--- config.mk ---
export PLATFORM = sky130hd
export DESIGN_NAME = mem_arbiter_flat
export DESIGN_NICKNAME = d
export VERILOG_FILES = /design/src/rtl/mem_arbiter_pkg.sv /design/src/rtl/mem_arbiter_if.sv /design/src/rtl/mem_arbiter_lane_align.sv /design/src/rtl/mem_arbiter.sv /design/src/flat_wrapper.sv
export SDC_FILE = /design/constraint.sdc
export NUM_CORES = 1
export LEC_CHECK = 0
export BUFFER_PORTS_ARGS = -buffer_cell sky130_fd_sc_hd__buf_2
export CORE_MARGIN = 2
export CORE_UTILIZATION = 46
export CTS_CLUSTER_SIZE = 12
export DETAILED_ROUTE_END_ITERATION = 12
export MAX_ROUTING_LAYER = met4
export PLACE_DENSITY = 0.86
export SETUP_SLACK_MARGIN = 0.5
export SLEW_MARGIN = 30
export SYNTH_ARGS = -nofsm -noshare
export SYNTH_HDL_FRONTEND = slang
export SYNTH_SLANG_ARGS = --single-unit
--- constraint.sdc ---
create_clock -name clk -period 2.4 [get_ports clk]
set_input_delay 0.48 -clock clk [delete_from_list [all_inputs] [get_ports clk]]
set_output_delay 0.48 -clock clk [all_outputs]
set_load 0.05 [all_outputs]
--- src/rtl/mem_arbiter_pkg.sv ---
// Shared types for the memory arbiter: access-size codes, FSM states and
// grant-owner tags.
package synapse_mem_pkg;

    // d_size encodings; 2'b11 is reserved and rejected as misaligned
    localparam logic [1:0] SIZE_B = 2'b00;
    localparam logic [1:0] SIZE_H = 2'b01;
    localparam logic [1:0] SIZE_W = 2'b10;

    typedef enum logic [2:0] {
        ST_IDLE    = 3'd0,
        ST_ISSUE   = 3'd1,
        ST_WAIT    = 3'd2,
        ST_CAPTURE = 3'd3,
        ST_RESP    = 3'd4
    } arb_state_e;

    typedef enum logic {
        GNT_IF = 1'b0,
        GNT_D  = 1'b1
    } gnt_e;

endpackage

--- src/rtl/mem_arbiter_if.sv ---
// Bundle of the fetch, load/store and memory-side signals of the arbiter.
//
// Handshake: a requester raises *_req with its address/controls stable and
// keeps them stable until it sees the one-cycle *_ack; response data is only
// meaningful in the ack cycle. Memory enables are one-cycle strobes and
// mem_rdata must be valid MEM_LAT cycles after the read strobe.
interface mem_arbiter_if;
    logic        if_req;
    logic [31:0] if_addr;
    logic        if_ack;
    logic [31:0] if_rdata;

    logic        d_req;
    logic        d_we;
    logic [1:0]  d_size;
    logic        d_unsigned;
    logic [31:0] d_addr;
    logic [31:0] d_wdata;
    logic        d_ack;
    logic [31:0] d_rdata;
    logic        d_misalign;

    logic [31:0] mem_addr;
    logic [31:0] mem_wdata;
    logic [3:0]  mem_wstrb;
    logic        mem_rd_en;
    logic        mem_wr_en;
    logic [31:0] mem_rdata;

    // Arbiter side
    modport slave (
        input  if_req, if_addr, d_req, d_we, d_size, d_unsigned, d_addr, d_wdata, mem_rdata,
        output if_ack, if_rdata, d_ack, d_rdata, d_misalign,
               mem_addr, mem_wdata, mem_wstrb, mem_rd_en, mem_wr_en
    );

    // Core + memory side
    modport master (
        output if_req, if_addr, d_req, d_we, d_size, d_unsigned, d_addr, d_wdata, mem_rdata,
        input  if_ack, if_rdata, d_ack, d_rdata, d_misalign,
               mem_addr, mem_wdata, mem_wstrb, mem_rd_en, mem_wr_en
    );
endinterface

--- src/rtl/mem_arbiter_lane_align.sv ---
// Byte-lane steering for data accesses: store strobes and data replication,
// load lane select with sign/zero extension, and misalignment detection.
module mem_lane_align
    import synapse_mem_pkg::*;
(
    input  logic [1:0]  size_i,
    input  logic [1:0]  addr_lo_i,
    input  logic        unsigned_i,
    input  logic [31:0] wdata_i,
    input  logic [31:0] rdata_i,
    output logic [3:0]  wstrb_o,
    output logic [31:0] wdata_o,
    output logic [31:0] load_o,
    output logic        misalign_o
);

    logic [7:0]  byte_sel;
    logic [15:0] half_sel;

    // Decode lanes and extension from size and the low address bits
    always_comb begin
        wstrb_o    = 4'b0000;
        wdata_o    = 32'h0;
        load_o     = 32'h0;
        misalign_o = 1'b0;
        byte_sel   = rdata_i[{addr_lo_i, 3'b000} +: 8];
        half_sel   = addr_lo_i[1] ? rdata_i[31:16] : rdata_i[15:0];
        case (size_i)
            SIZE_B: begin
                wstrb_o = 4'b0001 << addr_lo_i;
                wdata_o = {4{wdata_i[7:0]}};
                load_o  = unsigned_i ? {24'h0, byte_sel} : {{24{byte_sel[7]}}, byte_sel};
            end
            SIZE_H: begin
                misalign_o = addr_lo_i[0];
                wstrb_o    = addr_lo_i[1] ? 4'b1100 : 4'b0011;
                wdata_o    = {2{wdata_i[15:0]}};
                load_o     = unsigned_i ? {16'h0, half_sel} : {{16{half_sel[15]}}, half_sel};
            end
            SIZE_W: begin
                misalign_o = |addr_lo_i;
                wstrb_o    = 4'b1111;
                wdata_o    = wdata_i;
                load_o     = rdata_i;
            end
            default: misalign_o = 1'b1;
        endcase
    end

endmodule

--- src/rtl/mem_arbiter.sv ---
// Arbitrates the shared memory port between instruction fetch and load/store,
// sequencing each access over a fixed memory latency with registered outputs.
module mem_arbiter
    import synapse_mem_pkg::*;
#(
    parameter int MEM_LAT = 1
) (
    input  logic          clk,
    input  logic          rst,
    mem_arbiter_if.slave  bus,
    output arb_state_e    dbg_state_o
);

    // WAIT lasts MEM_LAT-1 cycles; with MEM_LAT=1 it is skipped entirely
    localparam logic [2:0] CNT_INIT = 3'((MEM_LAT > 1) ? MEM_LAT - 2 : 0);

    arb_state_e  state_q;
    gnt_e        owner_q, last_q, grant_d;
    logic [2:0]  cnt_q;
    logic        if_ack_q, d_ack_q, d_misalign_q;
    logic [31:0] if_rdata_q, d_rdata_q;
    logic [31:0] mem_addr_q, mem_wdata_q;
    logic [3:0]  mem_wstrb_q;
    logic        mem_rd_en_q, mem_wr_en_q;

    logic [3:0]  al_wstrb;
    logic [31:0] al_wdata, al_load;
    logic        al_misalign;

    mem_lane_align u_align (
        .size_i     (bus.d_size),
        .addr_lo_i  (bus.d_addr[1:0]),
        .unsigned_i (bus.d_unsigned),
        .wdata_i    (bus.d_wdata),
        .rdata_i    (bus.mem_rdata),
        .wstrb_o    (al_wstrb),
        .wdata_o    (al_wdata),
        .load_o     (al_load),
        .misalign_o (al_misalign)
    );

    // Pick the requester: a lone request wins, a tie goes to the one not granted last
    always_comb begin
        grant_d = GNT_IF;
        if (bus.d_req && (!bus.if_req || last_q == GNT_IF)) grant_d = GNT_D;
    end

    // Access sequencer with registered memory-side and response outputs
    always_ff @(posedge clk) begin
        if (rst) begin
            state_q      <= ST_IDLE;
            owner_q      <= GNT_IF;
            last_q       <= GNT_IF;
            cnt_q        <= 3'd0;
            if_ack_q     <= 1'b0;
            d_ack_q      <= 1'b0;
            d_misalign_q <= 1'b0;
            if_rdata_q   <= 32'h0;
            d_rdata_q    <= 32'h0;
            mem_addr_q   <= 32'h0;
            mem_wdata_q  <= 32'h0;
            mem_wstrb_q  <= 4'h0;
            mem_rd_en_q  <= 1'b0;
            mem_wr_en_q  <= 1'b0;
        end else begin
            // Strobes and memory-side fields are single-cycle by default
            if_ack_q     <= 1'b0;
            d_ack_q      <= 1'b0;
            d_misalign_q <= 1'b0;
            mem_addr_q   <= 32'h0;
            mem_wdata_q  <= 32'h0;
            mem_wstrb_q  <= 4'h0;
            mem_rd_en_q  <= 1'b0;
            mem_wr_en_q  <= 1'b0;
            case (state_q)
                ST_IDLE: begin
                    if (bus.if_req || bus.d_req) begin
                        last_q  <= grant_d;
                        owner_q <= grant_d;
                        if (grant_d == GNT_D) begin
                            if (al_misalign) begin
                                // Rejected access: straight to the response, memory untouched
                                state_q      <= ST_RESP;
                                d_ack_q      <= 1'b1;
                                d_misalign_q <= 1'b1;
                                d_rdata_q    <= 32'h0;
                            end else begin
                                state_q     <= ST_ISSUE;
                                mem_addr_q  <= {bus.d_addr[31:2], 2'b00};
                                mem_rd_en_q <= !bus.d_we;
                                mem_wr_en_q <= bus.d_we;
                                // Strobes and data are only driven for stores
                                mem_wstrb_q <= bus.d_we ? al_wstrb : 4'h0;
                                mem_wdata_q <= bus.d_we ? al_wdata : 32'h0;
                            end
                        end else begin
                            state_q     <= ST_ISSUE;
                            mem_addr_q  <= {bus.if_addr[31:2], 2'b00};
                            mem_rd_en_q <= 1'b1;
                        end
                    end
                end
                ST_ISSUE: begin
                    cnt_q   <= CNT_INIT;
                    state_q <= (MEM_LAT == 1) ? ST_CAPTURE : ST_WAIT;
                end
                ST_WAIT: begin
                    if (cnt_q == 3'd0) state_q <= ST_CAPTURE;
                    else               cnt_q   <= cnt_q - 3'd1;
                end
                ST_CAPTURE: begin
                    state_q <= ST_RESP;
                    if (owner_q == GNT_IF) begin
                        if_ack_q   <= 1'b1;
                        if_rdata_q <= bus.mem_rdata;
                    end else begin
                        d_ack_q   <= 1'b1;
                        d_rdata_q <= bus.d_we ? 32'h0 : al_load;
                    end
                end
                ST_RESP: begin
                    state_q    <= ST_IDLE;
                    if_rdata_q <= 32'h0;
                    d_rdata_q  <= 32'h0;
                end
                default: state_q <= ST_IDLE;
            endcase
        end
    end

    assign bus.if_ack     = if_ack_q;
    assign bus.if_rdata   = if_rdata_q;
    assign bus.d_ack      = d_ack_q;
    assign bus.d_rdata    = d_rdata_q;
    assign bus.d_misalign = d_misalign_q;
    assign bus.mem_addr   = mem_addr_q;
    assign bus.mem_wdata  = mem_wdata_q;
    assign bus.mem_wstrb  = mem_wstrb_q;
    assign bus.mem_rd_en  = mem_rd_en_q;
    assign bus.mem_wr_en  = mem_wr_en_q;
    assign dbg_state_o    = state_q;

endmodule

--- src/flat_wrapper.sv ---
// flat-port wrapper written by rule: the top's interface ports become plain ports
module mem_arbiter_flat import synapse_mem_pkg::*;
#(
    parameter int MEM_LAT = 1
)
  (clk, rst, dbg_state_o, bus_if_req, bus_if_addr, bus_d_req, bus_d_we, bus_d_size, bus_d_unsigned, bus_d_addr, bus_d_wdata, bus_mem_rdata, bus_if_ack, bus_if_rdata, bus_d_ack, bus_d_rdata, bus_d_misalign, bus_mem_addr, bus_mem_wdata, bus_mem_wstrb, bus_mem_rd_en, bus_mem_wr_en);
  mem_arbiter_if bus_i ();
  input  logic clk;
  input  logic rst;
  output arb_state_e dbg_state_o;
  input wire logic [$bits(bus_i.if_req)-1:0] bus_if_req;
  input wire logic [$bits(bus_i.if_addr)-1:0] bus_if_addr;
  input wire logic [$bits(bus_i.d_req)-1:0] bus_d_req;
  input wire logic [$bits(bus_i.d_we)-1:0] bus_d_we;
  input wire logic [$bits(bus_i.d_size)-1:0] bus_d_size;
  input wire logic [$bits(bus_i.d_unsigned)-1:0] bus_d_unsigned;
  input wire logic [$bits(bus_i.d_addr)-1:0] bus_d_addr;
  input wire logic [$bits(bus_i.d_wdata)-1:0] bus_d_wdata;
  input wire logic [$bits(bus_i.mem_rdata)-1:0] bus_mem_rdata;
  output wire logic [$bits(bus_i.if_ack)-1:0] bus_if_ack;
  output wire logic [$bits(bus_i.if_rdata)-1:0] bus_if_rdata;
  output wire logic [$bits(bus_i.d_ack)-1:0] bus_d_ack;
  output wire logic [$bits(bus_i.d_rdata)-1:0] bus_d_rdata;
  output wire logic [$bits(bus_i.d_misalign)-1:0] bus_d_misalign;
  output wire logic [$bits(bus_i.mem_addr)-1:0] bus_mem_addr;
  output wire logic [$bits(bus_i.mem_wdata)-1:0] bus_mem_wdata;
  output wire logic [$bits(bus_i.mem_wstrb)-1:0] bus_mem_wstrb;
  output wire logic [$bits(bus_i.mem_rd_en)-1:0] bus_mem_rd_en;
  output wire logic [$bits(bus_i.mem_wr_en)-1:0] bus_mem_wr_en;
  assign bus_i.if_req = bus_if_req;
  assign bus_i.if_addr = bus_if_addr;
  assign bus_i.d_req = bus_d_req;
  assign bus_i.d_we = bus_d_we;
  assign bus_i.d_size = bus_d_size;
  assign bus_i.d_unsigned = bus_d_unsigned;
  assign bus_i.d_addr = bus_d_addr;
  assign bus_i.d_wdata = bus_d_wdata;
  assign bus_i.mem_rdata = bus_mem_rdata;
  assign bus_if_ack = bus_i.if_ack;
  assign bus_if_rdata = bus_i.if_rdata;
  assign bus_d_ack = bus_i.d_ack;
  assign bus_d_rdata = bus_i.d_rdata;
  assign bus_d_misalign = bus_i.d_misalign;
  assign bus_mem_addr = bus_i.mem_addr;
  assign bus_mem_wdata = bus_i.mem_wdata;
  assign bus_mem_wstrb = bus_i.mem_wstrb;
  assign bus_mem_rd_en = bus_i.mem_rd_en;
  assign bus_mem_wr_en = bus_i.mem_wr_en;
  mem_arbiter #(.MEM_LAT(MEM_LAT)) u_core (.clk(clk), .rst(rst), .bus(bus_i), .dbg_state_o(dbg_state_o));
endmodule
==> impl_metrics.env <==
export IMPL_grt_max_degree=36
export IMPL_ys_seq_area_share_pct=51.16
export IMPL_synth_cell_types=48
export IMPL_worst_path_largest_cell_delay_ps=460
export IMPL_fp_dieH_um=113.9
export IMPL_final_cell_mix="buf_2 (271), dfxtp_1 (139), nand2_1 (138)"
export IMPL_dp_hpwl_um=12770
export IMPL_vias_per_cell=5.464
export IMPL_yosysTopAreaCellShare_pct=51.16
export IMPL_h_tree_depth=4
export IMPL_nets=1027
export IMPL_critPathSlowestCell="dfxtp_2"
export IMPL_regArea_mm2=0.002846
export IMPL_die_area_mm2=0.01297
export IMPL_clkLatencyLatePin_ps=430
export IMPL_yosysWarnings=0
export IMPL_p_comb_share_pct=19.1
export IMPL_fp_dieW_um=113.9
export IMPL_boundaryPins=276
export IMPL_final_common_cell="buf_2"
export IMPL_tightest_slew_ps=758.9
export IMPL_p_int_mw=4.515
export IMPL_tritoncts="yes"
export IMPL_initial_utilization_pct=46.65
export IMPL_power_density_mw_per_mm2=850.7
export IMPL_grtUsageMet3_pct=8.395
export IMPL_wirelength_um=17890
export IMPL_path_class="register to register"
export IMPL_setup_slack_ps=650.2
export IMPL_cts_clk_slew_worst_paths_ps=60
export IMPL_power_total_mw=6.512
export IMPL_crit_chain="nor3_1 > o32ai_1 > o22ai_2 > buf_4 > a32o_1"
export IMPL_worstHoldPathType="primary input to register"
export IMPL_startpoint="u_core.dbg_state_o[2]$_SDFFE_PP0P_"
export IMPL_ys_top_cells_by_area="dfxtp_1 (51%), nand2_1 (9.3%), a21oi_1 (6.9%)"
export IMPL_cts_hold_buf=0
export IMPL_drc=0
export IMPL_finClkSkew_ps=6.387
export IMPL_syn_avg_cell_area_um2=8.751
export IMPL_num_vias=5732
export IMPL_start_kind="register"
export IMPL_cts_path_max_buffers=2
export IMPL_drt_pass1_iter_count=5
export IMPL_drtIter0Drc=336
export IMPL_ant_nets=0
export IMPL_drive_gt1_share_pct=39.25
export IMPL_core_region_area_mm2=0.01191
export IMPL_overflow=0
export IMPL_synth_area_leader_cell="dfxtp_1"
export IMPL_syn_inst=635
export IMPL_area_growth_syn_to_layout_pct=37.76
export IMPL_synth_ff_type="dfxtp_1"
export IMPL_grt_usage_pct=28.01
export IMPL_finalCriticalPeriod_ps=1750
export IMPL_ys_seq_elements=142
export IMPL_end_kind="register"
export IMPL_cts_root_buffer="clkbuf_16"
export IMPL_drv_cap=0
export IMPL_clkSinkCount=142
export IMPL_finalSetupViolations=0
export IMPL_timing_final_crit_share_pct=72.91
export IMPL_top_usage_layer="met2"
export IMPL_fillers=982
export IMPL_p_sw_share_pct=30.66
export IMPL_power_leakage_nw=3.612
export IMPL_num_rows=40
export IMPL_fin_setup_tns_ps=0
export IMPL_worst_ep_arrival_time_ps=2060
export IMPL_critical_path_buf_inv_count=1
export IMPL_seq_power_share_pct=39.0
export IMPL_r2r_start="u_core.dbg_state_o[2]$_SDFFE_PP0P_"
export IMPL_crit_family="compound AO/OA/AOI/OAI gates"
export IMPL_p_clk_share_pct=41.9
export IMPL_multi_input_area_mm2=0.002452
export IMPL_crit_path_max_fanout=32
export IMPL_route_detailed_wl_per_inst_um=17.05
export IMPL_clock_fmax_mhz=571.5
export IMPL_finalMaxSlewViolations=0
export IMPL_p_switching_mw=1.997
export IMPL_place_congestion=0.8262
export IMPL_min_from="bus_d_we"
export IMPL_synth_area_mm2=0.005557
export IMPL_cp_data_required_time_ps=2710
export IMPL_rsz0062_at_grt="false"
export IMPL_synthArstFlopShare_pct=0
export IMPL_finalNonFillerCells=1049
export IMPL_grt_pass1_vias=5442
export IMPL_antenna_found_initial=0
export IMPL_hold_viol_final=0
export IMPL_cts_buffers=17
export IMPL_slew_headroom_pct=49.41
export IMPL_dp_slack_ps=286.3
export IMPL_grt_use_met2_pct=48.58
export IMPL_use_met1_pct=29.28
export IMPL_antenna_cells=0
export IMPL_vdd_drop_max_mv=0.7128
export IMPL_portBuffers=271
export IMPL_status="finished clean"
export IMPL_synth_edf_count=0
export IMPL_dp_cells=1017
export IMPL_grt_pass1_wl_um=27190
## worst reg2reg max path: cells and delay by family (launching register included)
kind / cells / cell delay [ps]
compound gates: 3 / 810
flops: 1 / 460
buf+inv: 1 / 270
simple gates: 1 / 90
## area by class of cell
cell class              count  area share, %
clock buffers              20          5.966
clock inverters            12          2.076
inverters                  12         0.5884
multi-input cells         426          32.04
flip-flops and latches    142          37.19
well taps                 147          2.403
repair buffers            290          19.75
## metrics by stage
stage	hold WS (ps)	instance area, um2	utilization, %
final	271.2	7655	64.26
after global routing	272.3	7655	64.26
after CTS	262.3	7654	64.25
after detailed placement	441.7	7038	59.09
after global placement	438.3	7034	59.05
after floorplan	535.4	5587	-
## power groups by stage
stage	registers (mW)	clock network, mW	logic (mW)
floorplan	2.93	0	0.522
global placement	2.59	0	1.22
detailed placement	2.59	0	1.24
CTS	2.54	2.76	1.24
global route	2.55	2.87	1.33
finish	2.54	2.73	1.25
## flip-flops by register name, summed over array words and instances (netlist names), 3 cells and up
| signal | count |
|---|---|
| u_core.dbg_state_o | 3 |
| u_core.bus.mem_addr | 30 |
| u_core.bus.d_rdata | 32 |
| u_core.cnt_q | 3 |
| u_core.bus.mem_wdata | 32 |
| u_core.bus.if_rdata | 32 |
| u_core.bus.mem_wstrb | 4 |
## timing repair
| action | CTS | global route |
|---|---|---|
| endpoints found under the setup margin | 0 | 4 |
| setup buffers | 0 | 0 |
| gates resized for setup | 0 | 1 |
## final timing paths
path / depth (start not counted) / endpoint / slack, ps
setup / recovery: 5 / u_core.bus.d_rdata[13]$_SDFFE_PP0P_ / 650
hold / removal: 2 / u_core.bus.mem_rd_en$_SDFF_PP0_ / 270
setup reg to reg: 5 / u_core.bus.d_rdata[13]$_SDFFE_PP0P_ / 650
hold reg to reg: 2 / u_core.bus.if_rdata[13]$_SDFFE_PP0P_ / 450
## kinds of logic after synthesis
family / synth area share, %
flip-flops: 51.16
multiplexers: 3.648
XOR/XNOR: 0.4730
AO/OA/AOI/OAI: 22.83
other: 0.06749
adder cells (fa/ha/maj): 0.4503
AND/OR/NAND/NOR: 16.19
buffers and inverters: 5.179
## per-layer routing
metal / share of wire [%] / routed length, um
met5: 0 / 0
met4: 3.3 / 582
met3: 8.3 / 1478
met2: 51 / 9113
met1: 38 / 6715
## cell usage after synthesis (2+ instances only)
master,count
a211oi_1,2
a21o_1,10
a21oi_1,77
a21oi_2,10
a22oi_1,25
a31oi_1,7
a32o_1,8
and2_1,8
buf_1,5
buf_2,8
buf_4,2
buf_6,2
clkbuf_1,39
dfxtp_1,142
ha_1,2
inv_1,12
mux2_2,8
mux2i_1,9
nand2_1,138
nand2b_1,3
nand3_1,18
nand4_1,4
nor2_1,23
nor3_1,7
o21ai_0,9
o2bb2ai_1,24
o32ai_1,8
or2_2,2
or3_1,3
xnor2_1,2
Power figures use the tool's default switching activity.
